$ cat config.mk
export PLATFORM = sky130hd
export DESIGN_NAME = updown_counter_param
export DESIGN_NICKNAME = d
export VERILOG_FILES = /design/src/rtl/updown_counter_param.sv
export SDC_FILE = /design/constraint.sdc
export NUM_CORES = 1
export LEC_CHECK = 0
export CAP_MARGIN = 20
export CORE_AREA = 2 2 83 105
export CTS_CLUSTER_SIZE = 10
export DETAILED_ROUTE_END_ITERATION = 8
export DIE_AREA = 0 0 85 107
export PLACE_DENSITY = 0.61
export SLEW_MARGIN = 20
export SYNTH_ARGS = -nofsm -noshare
export SYNTH_HDL_FRONTEND = slang
export SYNTH_SLANG_ARGS = --single-unit
$ cat constraint.sdc
create_clock -name clk -period 7.1 [get_ports clk]
set_input_delay 1.065 -clock clk [delete_from_list [all_inputs] [get_ports clk]]
set_output_delay 1.065 -clock clk [all_outputs]
set_load 0.005 [all_outputs]
$ cat src/rtl/updown_counter_param.sv
// Parametrised up/down counter with enable, programmable step and upper
// limit, parallel load, and wrap or saturate behaviour at the range bounds.
// Overflow and underflow events produce a registered one-cycle tc pulse and
// set sticky flags.
//
// Ports:
//   clk        - clock, all state updates on the rising edge
//   rst        - synchronous, active-high reset (count, tc and flags to 0)
//   en         - count enable, one step per cycle while high
//   updown     - 1 = count up, 0 = count down
//   step       - unsigned step magnitude (clamped to limit)
//   limit      - inclusive upper bound of the count range 0..limit
//   sat_mode   - 1 = saturate at the bounds, 0 = wrap modulo limit+1
//   load       - parallel load strobe (beats en)
//   load_val   - value loaded on load, clamped to limit
//   clr_flags  - clears both sticky flags (a coincident set wins)
//   count      - current count, registered
//   tc         - one-cycle pulse after an overflow/underflow edge
//   ovf_sticky - set by any up overflow event
//   unf_sticky - set by any down underflow event
//   at_max     - combinational, count == limit
//   at_zero    - combinational, count == 0
module updown_counter_param #(
    parameter int WIDTH  = 8,
    parameter int STEP_W = 4
) (
    input  logic              clk,
    input  logic              rst,
    input  logic              en,
    input  logic              updown,
    input  logic [STEP_W-1:0] step,
    input  logic [WIDTH-1:0]  limit,
    input  logic              sat_mode,
    input  logic              load,
    input  logic [WIDTH-1:0]  load_val,
    input  logic              clr_flags,
    output logic [WIDTH-1:0]  count,
    output logic              tc,
    output logic              ovf_sticky,
    output logic              unf_sticky,
    output logic              at_max,
    output logic              at_zero
);

    // One extra bit so count+step and limit+1 never truncate.
    localparam int EW = WIDTH + 1;
    localparam logic [EW-1:0] ONE_E = EW'(1);

    logic [WIDTH-1:0] count_p0;
    logic             tc_p0;
    logic             ovf_p0;
    logic             unf_p0;

    logic [EW-1:0]    cnt_e;
    logic [EW-1:0]    lim_e;
    logic [EW-1:0]    step_e;
    logic [EW-1:0]    s_e;
    logic [EW-1:0]    sum_e;
    logic [WIDTH-1:0] nxt;
    logic             ovf_ev;
    logic             unf_ev;

    function automatic logic [EW-1:0] clamp_to(input logic [EW-1:0] a,
                                               input logic [EW-1:0] b);
        return (a > b) ? b : a;
    endfunction

    assign cnt_e  = {1'b0, count_p0};
    assign lim_e  = {1'b0, limit};
    assign step_e = {{(EW-STEP_W){1'b0}}, step};
    assign s_e    = clamp_to(step_e, lim_e);
    assign sum_e  = cnt_e + s_e;

    always_comb begin
        nxt    = count_p0;
        ovf_ev = 1'b0;
        unf_ev = 1'b0;
        if (load) begin
            nxt = WIDTH'(clamp_to({1'b0, load_val}, lim_e));
        end else if (en) begin
            if (cnt_e > lim_e) begin
                // Limit was lowered below the current count: re-enter the
                // range at the bound we are heading away from, silently.
                nxt = updown ? '0 : limit;
            end else if (lim_e == '0) begin
                // Degenerate range: s clamps to 0, yet any nonzero request
                // still crosses the single-value range.
                nxt    = '0;
                ovf_ev = updown && (step != '0);
                unf_ev = !updown && (step != '0);
            end else if (s_e == '0) begin
                nxt = count_p0;
            end else if (updown) begin
                if (sum_e > lim_e) begin
                    ovf_ev = 1'b1;
                    nxt    = sat_mode ? limit : WIDTH'(sum_e - lim_e - ONE_E);
                end else begin
                    nxt = WIDTH'(sum_e);
                end
            end else begin
                if (cnt_e >= s_e) begin
                    nxt = WIDTH'(cnt_e - s_e);
                end else begin
                    unf_ev = 1'b1;
                    nxt    = sat_mode ? '0 : WIDTH'(cnt_e + (lim_e - s_e) + ONE_E);
                end
            end
        end
    end

    // Stage p0: registered count, event pulse and sticky flags
    always_ff @(posedge clk) begin
        if (rst) begin
            count_p0 <= '0;
            tc_p0    <= 1'b0;
            ovf_p0   <= 1'b0;
            unf_p0   <= 1'b0;
        end else begin
            count_p0 <= nxt;
            tc_p0    <= ovf_ev | unf_ev;
            if (ovf_ev)         ovf_p0 <= 1'b1;
            else if (clr_flags) ovf_p0 <= 1'b0;
            if (unf_ev)         unf_p0 <= 1'b1;
            else if (clr_flags) unf_p0 <= 1'b0;
        end
    end

    assign count      = count_p0;
    assign tc         = tc_p0;
    assign ovf_sticky = ovf_p0;
    assign unf_sticky = unf_p0;
    assign at_max     = (count_p0 == limit);
    assign at_zero    = (count_p0 == '0);

endmodule

# Word level (Yosys, flattened, before mapping)
# Cells that the tools add are included.
totals:
  register_bits: 11
  inputBits: 27
  out_inout_bits: 13
  word_cells: 60
classes:
  addsub: 7
  n_lt_le_gt_ge: 5
  n_eq_ne: 2
  mux: 30
  n_bitwise: 1
  reduce_logical: 11
ops:
  columns: ["op", "n"]
  rows:
  - ["8-bit 2-to-1 mux", 13]
  - ["8-bit subtractor", 3]
  - ["9-bit logical NOT", 2]
  - ["1-bit 2-to-1 mux", 17]
  - ["8-bit greater-than comparator", 2]
  - ["8-bit by 8-bit adder with 9-bit output", 1]
  - ["9-bit by 8-bit greater-than comparator with 1-bit output", 1]
  - ["8-bit by 1-bit adder with 8-bit output, second input constant", 1]
  - ["8-bit adder", 1]
  - ["8-bit equality test", 1]
  - ["8-bit >= comparator", 1]
  - ["4-bit by 8-bit greater-than comparator with 1-bit output", 1]
  - ["8-bit logical NOT", 1]
  - ["8-bit by 1-bit subtractor with 8-bit output, second input constant", 1]
  - ["2-bit nonzero test", 3]
  - ["4-bit inequality test, second input constant", 1]
  - ["4-bit nonzero test", 1]
  - ["1-bit logical AND", 2]
  - ["2-bit AND reduction", 1]
  - ["1-bit logical NOT", 1]
  - ["1-bit OR", 1]

# Longest topological paths before layout
logic_depth:
  depth_word: 13
  mapped_depth: 22
  mapped_depth_nobuf: 22

# Worst setup path before layout
# OpenSTA, ideal clock, no wires.
synth_path:
  path_type: "input port to flip-flop"
  from: "in limit[1]"
  to: "reg count_p0[1], in the netlist count[1]"
  setup_ns: 0.134
  arrival_ns: 5.800
  t_required_ns: 6.966
  setup_slack_ns: 1.165
  path_stages: 21
  path_buffers: 0
  path_cell_list: "inv_1 > ha_1 > nand2b_1 > a21oi_1 > o211ai_2 > o21ai_0 > ha_1 > inv_1 > fa_1 > nand2b_1 > a211oi_1 > mux2_2 > a2111oi_0 > ha_1 > nand3_1 > nand2_1 > a2111oi_2 > o22a_1 > mux2_2 > o2111ai_1 > a31oi_1"
synth_via:
  elab_chain_cells: 13
  word_cells_on_any_way: 29
  cone_classes: "add/sub (7); order compare (5); eq/ne (1); mux (13); reduce/logical (3)"
synth_rtl:
  columns: ["element", "line_no", "rtl"]
  rows:
  - ["start: declaration", "32", "input logic [WIDTH-1:0] limit,"]
  - ["4-bit by 8-bit greater-than comparator with 1-bit output", "65", "return (a > b) ? b : a;"]
  - ["8-bit 2-to-1 mux", "65", null]
  - ["8-bit subtractor / 8-bit by 8-bit adder with 9-bit output (equally long branches)", "105, 72", null]
  - ["8-bit adder / 8-bit subtractor (equally long branches)", "105, 96", null]
  - ["8-bit by 1-bit adder with 8-bit output / 8-bit by 1-bit subtractor with 8-bit output (equally long branches)", "105, 96", null]
  - ["8-bit 2-to-1 mux, on equally long branches", "105, 96", null]
  - ["8-bit 2-to-1 mux, on equally long branches", "101, 94", null]
  - ["8-bit 2-to-1 mux", "93", "end else if (updown) begin"]
  - ["8-bit 2-to-1 mux", "91", "end else if (s_e == '0) begin"]
  - ["8-bit 2-to-1 mux", "85", "end else if (lim_e == '0) begin"]
  - ["8-bit 2-to-1 mux", "81", "if (cnt_e > lim_e) begin"]
  - ["8-bit 2-to-1 mux", "80", "end else if (en) begin"]
  - ["8-bit 2-to-1 mux", "78", "if (load) begin"]
  - ["end signal: assignment", "119", "count_p0 <= nxt;"]
  - ["end: declaration", "49", "logic [WIDTH-1:0] count_p0;"]
# Parallel ways exist; a longest one is shown, timed or not. The select of a mux whose other input is x is not followed.
# A chain may end at the register's enable or synchronous reset.

# Worst setup path in the final report
layout_path:
  from: "in limit[3]"
  to: "reg count_p0[1], in the netlist count[1]"
# Same word-level chain as after synthesis.

==> reports/results.ini <==
[power]
leakagePower_uw = 0.00175
power_density_nw_per_um2 = 237
vdd_ir_drop_max_uv = 106
power_uw = 927

[worst_setup_path]
r2r_cells = 15
critPathLaunchType = input port
end_kind = flop
crit_type = in -> reg
r2r_setup_slack_ns = 2.45
worstPathMaxFanout = 5
r2r-end = count[1]$_SDFFE_PP0P_
arrival_ns = 6.75
required_ns = 7.22
r2r_start = count[1]$_SDFFE_PP0P_

[floorplan]
die-area_um2 = 9100
die_y_um = 107
pin_count = 40
fp-row-count = 37
fp.dieW_um = 85
start_util = 0.408
fp.coreArea_um2 = 8100

[global_route]
grt_pass1_vias = 3662
antenna_found_initial = 0
track_usage = 0.268
grt_first_pass_wirelength_mm = 18.9
gr-total-overflow = 0
grt_max_degree = 20

[route]
avgRoutedWirePerCell_um = 20.9
routed_via_density = 6.24
num_vias = 3588
drtIter0Drc = 215
routed_wl_mm = 12.0
drc = 0
firstDrtPassIters = 5
ant_nets = 0

[synthesis]
syn_area_per_cell_um2 = 7.68
ys_types = 65
ys_ff_latch = 11
synth-warning-count = 0
netlist.area_leader.share = 0.219
synth_ff_type = dfxtp_1
synth.area.top_cells = ha_1 22%, dfxtp_1 6.7%, a21oi_1 4.4%
yosysTopAreaCell = ha_1
syn-cell-area_um2 = 3310
synth_cells = 431
synth_common_cells = 58 x ha_1, 37 x inv_1, 34 x nor2_1
synthMostInstantiatedCell = ha_1
ys_seq_area_frac = 0.0666
ys_async_sr_fraction = 0
synth_edf_count = 0

[cts]
cts_setup_buffers = 0
root_buffer = clkbuf_8
clk_pin_slew_worst_paths_ns = 0.06
cts_hold_buf = 0
clk_path_buf_depth = 2
cts_made_buffers = 3
cts.sinks = 11
clock_latency_ns = 0.25
cts_tree = done
htreeDepth = 1

[sta]
rsz0062_at_grt = false
period_share = 0.934
hold_slack_ns = 0.469
tns_ns = 0
fin_crit_ns = 6.63
max_freq_mhz = 151
setup_violations = 0
slew_viol_final = 0
tightest_slew_ns = 0.784
worst_clock_skew_ns = 0.00467
hold_viol = 0
timing.slew.headroom = 0.476

[flow_run]
drv_cap = 0

[place]
port_buffers = 39
dp_hpwl_mm = 9.79
gp_congestion = 0.980

[hold_path]
holdPathStages = 2
holdCritPathClass = reg -> reg
whs_endpoint = ovf_sticky$_SDFFE_PP0P_
hp-start = ovf_sticky$_SDFFE_PP0P_

[cells_and_area]
nNetsFinal = 571
diodes = 0
drive_gt1_frac = 0.0900
fin_util = 0.484
area_delta_synth_final_pct = 18.5

[run_status]
status = finished, final reports clean

==> per-layer routing <==
metal	global-route usage	part of all wire
met1	0.304	0.39
met2	0.474	0.48
met3	0.0239	0.052
met4	0.172	0.074
met5	0	0
==> placed cells by master, fill, tap and decap left out, types with 7 or more instances in the layout <==
cell	Yosys	final
ha_1	58	58
clkdlybuf4s50_1	0	39
inv_1	37	37
nor2_1	34	34
a21oi_1	29	29
nand2_1	25	25
o21ai_0	24	24
mux2i_1	14	14
buf_4	0	13
nor3_1	12	12
nand3_1	11	11
dfxtp_1	11	11
xnor2_1	10	10
mux2_2	9	9
a21o_1	9	9
xor2_1	9	9
o2111ai_1	8	8
conb_1	2	8
fa_1	7	7
==> kinds of logic (layout without fill, tap and decap cells) <==
group,after synthesis,count (layout),synth area share
buf+inv,53,94,0.0650
other cells,2,8,0.00227
flops,11,11,0.0666
fa+ha+maj,65,65,0.262
mux,23,23,0.0730
compound gates,131,131,0.288
xor+xnor,19,19,0.0503
simple gates,127,127,0.193
==> through the flow <==
| stage | instances | instance area, um^2 | worst slack, ns |
|---|---|---|---|
| after floorplan | 437 | 3330 | 1.17 |
| after global placement | 571 | 3870 | 0.476 |
| after detailed placement | 571 | 3870 | 0.332 |
| after CTS | 575 | 3910 | 0.564 |
| after global routing | 575 | 3920 | 0.00317 |
| final | 575 | 3920 | 0.465 |
==> final cells by class <==
type,count,area (um^2)
clock buffers,4,45.0
multi-input cells,373,2900
fillers,817,4180
well taps,97,121
flip-flops and latches,11,220
repair buffers,52,488
inverters,38,143
==> power by group <==
part | switching (uW) | internal (uW) | total, uW
Combinational | 418 | 331 | 749
Sequential | 37.1 | 73.1 | 110
Clock | 28.3 | 39.8 | 68.0
Total | 483 | 444 | 927
==> worst max path at each step <==
stage,startpoint,endpoint,slack [ns],cells after the start
2_1_floorplan,limit[1],count[1]$_SDFFE_PP0P_,1.17,21
5_1_grt,limit[1],count[1]$_SDFFE_PP0P_,0.003,23
3_3_place_gp,limit[3],count[1]$_SDFFE_PP0P_,0.48,23
3_5_place_dp,limit[1],count[1]$_SDFFE_PP0P_,0.33,23
4_1_cts,limit[1],count[1]$_SDFFE_PP0P_,0.56,23
6_report,limit[3],count[1]$_SDFFE_PP0P_,0.47,23
==> registers in the layout, indices dropped and copies added, names as in the netlist <==
register    flops
count           8
ovf_sticky      1
tc              1
unf_sticky      1
==> timing repair <==
| item | 4_1_cts | 5_1_grt |
|---|---|---|
| hold endpoints to repair | 0 | 0 |
| endpoints found under the setup margin | 0 | 3 |
| gates resized for setup | 0 | 1 |
==> critical path: stages <==
cell             delay, ns
clkdlybuf4s50_1       0.59
inv_1                 0.09
ha_1                  0.29
o21ai_0               0.08
a21oi_1               0.21
o211ai_2              0.12
o21ai_0               0.46
ha_1                  0.27
inv_1                 0.06
fa_1                  0.39
nand2b_1              0.18
a211oi_1              0.24
mux2_2                0.36
a2111oi_0             0.32
buf_4                 0.20
ha_1                  0.24
nand3_1               0.09
nand2_1               0.08
a2111oi_2             0.53
o22a_1                0.34
mux2_2                0.36
o2111ai_1             0.09
a31oi_1               0.10
Note: power is estimated with default switching activity, not from simulation.
